$ cat config.mk
export PLATFORM = sky130hd
export DESIGN_NAME = game_controller_flat
export DESIGN_NICKNAME = d
export VERILOG_FILES = /design/src/rtl/game_controller_if.sv /design/src/rtl/game_controller.sv /design/src/flat_wrapper.sv
export SDC_FILE = /design/constraint.sdc
export NUM_CORES = 1
export LEC_CHECK = 0
export ABC_AREA = 1
export BUFFER_PORTS_ARGS = -buffer_cell sky130_fd_sc_hd__buf_2
export CAP_MARGIN = 20
export CORE_AREA = 10 10 130 73
export DETAILED_ROUTE_END_ITERATION = 6
export DIE_AREA = 0 0 140 83
export PLACE_DENSITY = 0.72
export RECOVER_POWER = 25
export SLEW_MARGIN = 40
export SYNTH_ARGS = -nofsm -noshare
export SYNTH_HDL_FRONTEND = slang
export SYNTH_SLANG_ARGS = --single-unit
$ cat constraint.sdc
create_clock -name clk -period 3.6 [get_ports clk]
set_input_delay 0.18 -clock clk [delete_from_list [all_inputs] [get_ports clk]]
set_output_delay 0.18 -clock clk [all_outputs]
set_load 0.05 [all_outputs]
$ cat src/rtl/game_controller_if.sv
// Signal bundle between the game controller and the rest of the guitar game.
// master drives the player/note/timer inputs; slave is the controller itself.
interface game_controller_if;
  logic        btn_start;
  logic [4:0]  fret_hit;
  logic [4:0]  note_present;
  logic        note_valid;
  logic        time_up;
  logic [1:0]  gamestate;
  logic [15:0] display_number;
  logic [7:0]  combo;
  logic [2:0]  multiplier;
  logic        sec_tick;
  logic        timer_restart;

  modport master (
    output btn_start, fret_hit, note_present, note_valid, time_up,
    input  gamestate, display_number, combo, multiplier, sec_tick, timer_restart
  );

  modport slave (
    input  btn_start, fret_hit, note_present, note_valid, time_up,
    output gamestate, display_number, combo, multiplier, sec_tick, timer_restart
  );
endinterface

$ cat src/rtl/game_controller.sv
// Game-flow FSM and scoring engine: idle / count-in / play / game-over,
// strike-line hit scoring with combo multiplier, and the one-second tick source.
module game_controller #(
  parameter int TICK_DIV   = 100_000_000,
  parameter int READY_SECS = 3,
  parameter int SCORE_MAX  = 9999
) (
  input logic              clk,
  input logic              reset,
  game_controller_if.slave bus
);

  localparam int TICK_W  = (TICK_DIV > 1) ? $clog2(TICK_DIV) : 1;
  localparam int READY_W = (READY_SECS > 1) ? $clog2(READY_SECS) : 1;
  localparam logic [TICK_W-1:0]  TICK_LAST   = TICK_W'(TICK_DIV - 1);
  localparam logic [READY_W-1:0] READY_LAST  = READY_W'(READY_SECS - 1);
  localparam logic [16:0]        SCORE_MAX17 = 17'(SCORE_MAX);
  localparam logic [15:0]        SCORE_MAX16 = 16'(SCORE_MAX);

  typedef enum logic [1:0] {
    IDLE  = 2'b00,
    READY = 2'b01,
    PLAY  = 2'b10,
    OVER  = 2'b11
  } state_t;

  state_t              r_state;
  logic [15:0]         r_score;
  logic [7:0]          r_combo;
  logic [READY_W-1:0]  r_readyCnt;
  logic [TICK_W-1:0]   r_tickCnt;
  logic                r_secTick;
  logic                r_timerRestart;
  logic                r_btnPrev;

  logic                w_startEdge;
  logic                w_noteEq;
  logic                w_hit;
  logic                w_miss;
  logic [2:0]          w_mult;
  logic [16:0]         w_sum;
  logic [15:0]         w_scoreNext;

  // r_btnPrev resets high so a press held across reset release is not an edge.
  assign w_startEdge = bus.btn_start & ~r_btnPrev;
  assign w_noteEq    = (bus.fret_hit == bus.note_present);
  assign w_hit       = bus.note_valid && (bus.note_present != 5'd0) && w_noteEq;
  assign w_miss      = bus.note_valid && (bus.note_present != 5'd0) && !w_noteEq;

  always_comb begin
    w_mult = 3'd1;
    if (r_combo >= 8'd30)
      w_mult = 3'd4;
    else if (r_combo >= 8'd20)
      w_mult = 3'd3;
    else if (r_combo >= 8'd10)
      w_mult = 3'd2;
  end

  // Saturate before the register write so the display never shows more than SCORE_MAX.
  assign w_sum       = {1'b0, r_score} + {14'd0, w_mult};
  assign w_scoreNext = (w_sum > SCORE_MAX17) ? SCORE_MAX16 : w_sum[15:0];

  always_ff @(posedge clk or negedge reset) begin
    if (!reset) begin
      r_tickCnt <= '0;
      r_secTick <= 1'b0;
    end else if (r_tickCnt == TICK_LAST) begin
      r_tickCnt <= '0;
      r_secTick <= 1'b1;
    end else begin
      r_tickCnt <= r_tickCnt + 1'b1;
      r_secTick <= 1'b0;
    end
  end

  always_ff @(posedge clk or negedge reset) begin
    if (!reset) begin
      r_state        <= IDLE;
      r_score        <= '0;
      r_combo        <= '0;
      r_readyCnt     <= '0;
      r_timerRestart <= 1'b0;
      r_btnPrev      <= 1'b1;
    end else begin
      r_btnPrev      <= bus.btn_start;
      r_timerRestart <= 1'b0;
      case (r_state)
        IDLE: begin
          if (w_startEdge) begin
            r_state        <= READY;
            r_score        <= '0;
            r_combo        <= '0;
            r_readyCnt     <= '0;
            r_timerRestart <= 1'b1;
          end
        end
        READY: begin
          if (r_secTick) begin
            if (r_readyCnt == READY_LAST)
              r_state <= PLAY;
            else
              r_readyCnt <= r_readyCnt + 1'b1;
          end
        end
        PLAY: begin
          if (w_hit) begin
            r_score <= w_scoreNext;
            if (r_combo != 8'hFF)
              r_combo <= r_combo + 8'd1;
          end else if (w_miss) begin
            r_combo <= '0;
          end
          if (bus.time_up)
            r_state <= OVER;
        end
        OVER: begin
          if (w_startEdge)
            r_state <= IDLE;
        end
        default: r_state <= IDLE;
      endcase
    end
  end

  assign bus.gamestate      = r_state;
  assign bus.display_number = r_score;
  assign bus.combo          = r_combo;
  assign bus.multiplier     = w_mult;
  assign bus.sec_tick       = r_secTick;
  assign bus.timer_restart  = r_timerRestart;

endmodule

$ cat src/flat_wrapper.sv
// flat-port wrapper written by rule: the top's interface ports become plain ports
module game_controller_flat 
#(
  parameter int TICK_DIV   = 100_000_000,
  parameter int READY_SECS = 3,
  parameter int SCORE_MAX  = 9999
)
  (clk, reset, bus_btn_start, bus_fret_hit, bus_note_present, bus_note_valid, bus_time_up, bus_gamestate, bus_display_number, bus_combo, bus_multiplier, bus_sec_tick, bus_timer_restart);
  game_controller_if bus_i ();
  input logic clk;
  input logic reset;
  input wire logic [$bits(bus_i.btn_start)-1:0] bus_btn_start;
  input wire logic [$bits(bus_i.fret_hit)-1:0] bus_fret_hit;
  input wire logic [$bits(bus_i.note_present)-1:0] bus_note_present;
  input wire logic [$bits(bus_i.note_valid)-1:0] bus_note_valid;
  input wire logic [$bits(bus_i.time_up)-1:0] bus_time_up;
  output wire logic [$bits(bus_i.gamestate)-1:0] bus_gamestate;
  output wire logic [$bits(bus_i.display_number)-1:0] bus_display_number;
  output wire logic [$bits(bus_i.combo)-1:0] bus_combo;
  output wire logic [$bits(bus_i.multiplier)-1:0] bus_multiplier;
  output wire logic [$bits(bus_i.sec_tick)-1:0] bus_sec_tick;
  output wire logic [$bits(bus_i.timer_restart)-1:0] bus_timer_restart;
  assign bus_i.btn_start = bus_btn_start;
  assign bus_i.fret_hit = bus_fret_hit;
  assign bus_i.note_present = bus_note_present;
  assign bus_i.note_valid = bus_note_valid;
  assign bus_i.time_up = bus_time_up;
  assign bus_gamestate = bus_i.gamestate;
  assign bus_display_number = bus_i.display_number;
  assign bus_combo = bus_i.combo;
  assign bus_multiplier = bus_i.multiplier;
  assign bus_sec_tick = bus_i.sec_tick;
  assign bus_timer_restart = bus_i.timer_restart;
  game_controller #(.TICK_DIV(TICK_DIV), .READY_SECS(READY_SECS), .SCORE_MAX(SCORE_MAX)) u_core (.clk(clk), .reset(reset), .bus(bus_i));
endmodule
==> results.py <==
metrics = {
    "run_status": {
        "status": "finished with violations",
        "violations": "capacitance limit",
    },
    "logic_synthesis": {
        "synth_fp_nets": 535,
        "synthArstFlopShare": 1.00,
        "synth-xor-area-share": 0.0540,
        "yosys_warnings": 0,
        "synthCells": 508,
        "synth.distinct_cells": 36,
        "synth-simple-area-share": 0.370,
        "syn-cell-area_mm2": 0.00373,
        "synth_top_family_by_area": "simple AND/OR/NAND/NOR gates",
        "synth-edff-count": 0,
        "synth_ff_type": "dfrtp_1",
        "synth_compound_area_frac": 0.0598,
        "synth-seq-area-share": 0.390,
        "synth_mux_area_frac": 0,
        "synthAdderAreaFrac": 0.0423,
        "synth_area_per_cell_um2": 7.34,
        "ys_ff_latch": 58,
    },
    "die": {
        "num_rows": 22,
        "ios": 46,
        "die_area_mm2": 0.0116,
        "initial_core_util": 0.521,
        "die_h_um": 83,
        "die_w_um": 140,
        "core_area_mm2": 0.00716,
    },
    "layout": {
        "layout_common_cells": "nand2_1 (131), inv_1 (73), dfrtp_1 (57), nor2_1 (55), buf_2 (44)",
        "fin_util": 0.621,
        "drive_gt1_frac": 0.161,
        "layout_commonest_cell": "nand2_1",
        "fillers": 661,
        "syn_to_final_growth_pct": 19.2,
        "layout.nets": 593,
        "n_antenna_cell": 0,
        "fin_cells": 667,
    },
    "critical_path": {
        "cp-start-kind": "flip-flop",
        "cp.arrival_ns": 3.59,
        "critPathRequiredTime_ns": 3.81,
        "cp_max_fo": 14,
        "path_class": "reg2reg",
        "endpoint_kind": "flip-flop",
    },
    "drt": {
        "drt_first_pass_iters": 5,
        "top_layer_used": "met4",
        "postRouteAntennaNets": 0,
        "routed_via_density": 5.32,
        "wl_met2_um": 3920,
        "drc": 0,
        "routed_wl_um": 9990,
        "via_count": 3547,
        "wl_per_cell_um": 15.0,
        "wl_met1_um": 4860,
        "wl_met3_um": 1100,
        "drt_iter0_drc": 478,
    },
    "place": {
        "dp_cells": 646,
        "dpl.hpwl_um": 7560,
        "pre_cts_slack_ns": 0.298,
        "numPortBuffers": 45,
        "gp_congestion": 0.936,
    },
    "global_route": {
        "grt_pass1_vias": 3200,
        "track_usage": 0.167,
        "grt_max_degree": 59,
        "grt-ovfl-total": 0,
        "antenna_found_initial": 0,
        "grt_pass1_wl_um": 16100,
    },
    "sta": {
        "maxSlewViolCount": 0,
        "fin_ws_ns": 0.223,
        "clock.fmax_mhz": 296,
        "final-setup-viol-count": 0,
        "fin_crit_sh": 0.938,
        "hold_viol_final": 0,
        "slew_headroom": 0.00499,
        "rsz0062_at_grt": "no",
        "tightestPinTransition_ns": 1.49,
        "setup_tns_ns": 0,
        "skew_ns": 0.00637,
        "layout_min_cycle_time_ns": 3.38,
    },
    "clock_tree": {
        "cts_tree": "built",
        "worstSkewPairLatency_ns": 0.33,
        "cts_buffers": 9,
        "cts_root_buf": "clkbuf_16",
        "clk_pin_slew_ns": 0.05,
        "htreeDepth": 3,
        "numClockSinks": 58,
        "clockBufferDepth": 2,
    },
    "worst_hold_path": {
        "hp-class": "in2reg",
    },
    "pwr": {
        "total_power_mw": 2.07,
        "p_leak_nw": 2.28,
        "peakVddDrop_mv": 0.511,
        "power_density_mw_per_mm2": 466,
    },
    "run": {
        "maxCapViolCount": 1,
    },
}
## flip-flops by register name (all words and copies together) (netlist names)
name                       flops
u_core.bus.display_number     16
u_core.bus.timer_restart       1
u_core.r_btnPrev               1
u_core.r_tickCnt              27
u_core.bus.sec_tick            1
u_core.bus.combo               8
u_core.r_readyCnt              2
u_core.bus.gamestate           2
## cell usage after synthesis (all sizes together) (5+ instances only)
cell type	n	area [um2]
nand2	139	547
o21ai	18	90.1
dfrtp	57	1430
a21oi	17	85.1
nor3	13	70.1
inv	73	274
ha	11	138
nand4	22	144
nor4	5	46.3
xnor2	6	52.6
nand3	45	250
nor2	65	284
xor2	17	149
## worst max-delay path, stage by stage, from the launching register on
cell and delay [ns]:
dfrtp_1 0.45, nand2_1 0.17, nor3_1 0.38, or2_2 0.27, a21oi_4 0.05, ha_1 0.25, fa_1 0.44, nand3_2 0.12
nand2_4 0.10, nand2_2 0.09, o21ai_0 0.09, nand2_1 0.11, nand2_1 0.06, nor2_1 0.11, nand3_2 0.31, nand4_1 0.18
nand2_1 0.07
## repair_timing
action	4_1_cts	5_1_grt
hold endpoints to repair	1	23
setup endpoints to repair	0	10
hold buffers	1	1
resized for setup	0	1
setup buffers	0	2
## layout make-up
type | count | area, um2 | area share
clock buffer | 11 | 243 | 0.0546
clock inverter | 5 | 77.6 | 0.0175
inverter | 74 | 278 | 0.0625
multi-input combinational | 371 | 1980 | 0.445
sequential | 58 | 1450 | 0.327
tap | 96 | 120 | 0.0270
timing repair buffer | 52 | 295 | 0.0665
## logic make-up after synthesis
| kind of cell | count (synthesis) |
|---|---|
| fa+ha+maj | 12 |
| simple gates | 294 |
| compound gates | 42 |
| xor+xnor | 23 |
| flops | 58 |
| buf+inv | 79 |
## path summary, 6_finish.rpt
kind / from / end / slack [ns] / depth (start not counted)
setup / recovery: u_core.bus.combo[2] / u_core.bus.display_number[6] / 0.22 / 16
hold / removal: bus_time_up / u_core.bus.gamestate[0] / 0.26 / 4
setup reg to reg: u_core.bus.combo[2] / u_core.bus.display_number[6] / 0.22 / 16
hold reg to reg: u_core.r_tickCnt[0] / u_core.r_tickCnt[0] / 0.46 / 1
max in group asynchronous: reset / u_core.bus.display_number[9] / 0.67 / 4
min in group asynchronous: reset / u_core.bus.gamestate[1] / 0.78 / 3
## per-layer routing
metal,vias to the layer above,GRT usage
met2,181,0.216
met4,0,0.0500
met1,1595,0.251
met3,13,0.0534
met5,-,0
li1,1758,-
## stage by stage
| step | hold WS (ns) | area [um2] |
|---|---|---|
| floorplan | -0.116 | 3740 |
| global route | 0.305 | 4440 |
| CTS | 0.0181 | 4400 |
| global placement | 0.300 | 4070 |
| finish | 0.257 | 4440 |
| detailed placement | 0.301 | 4070 |
## power by group
| group | internal [mW] | switching, mW | total (mW) |
|---|---|---|---|
| registers | 0.684 | 0.0323 | 0.716 |
| logic | 0.111 | 0.326 | 0.436 |
| clock network | 0.621 | 0.299 | 0.920 |
| total | 1.42 | 0.657 | 2.07 |
No activity file was read; power rests on OpenSTA's default activity.
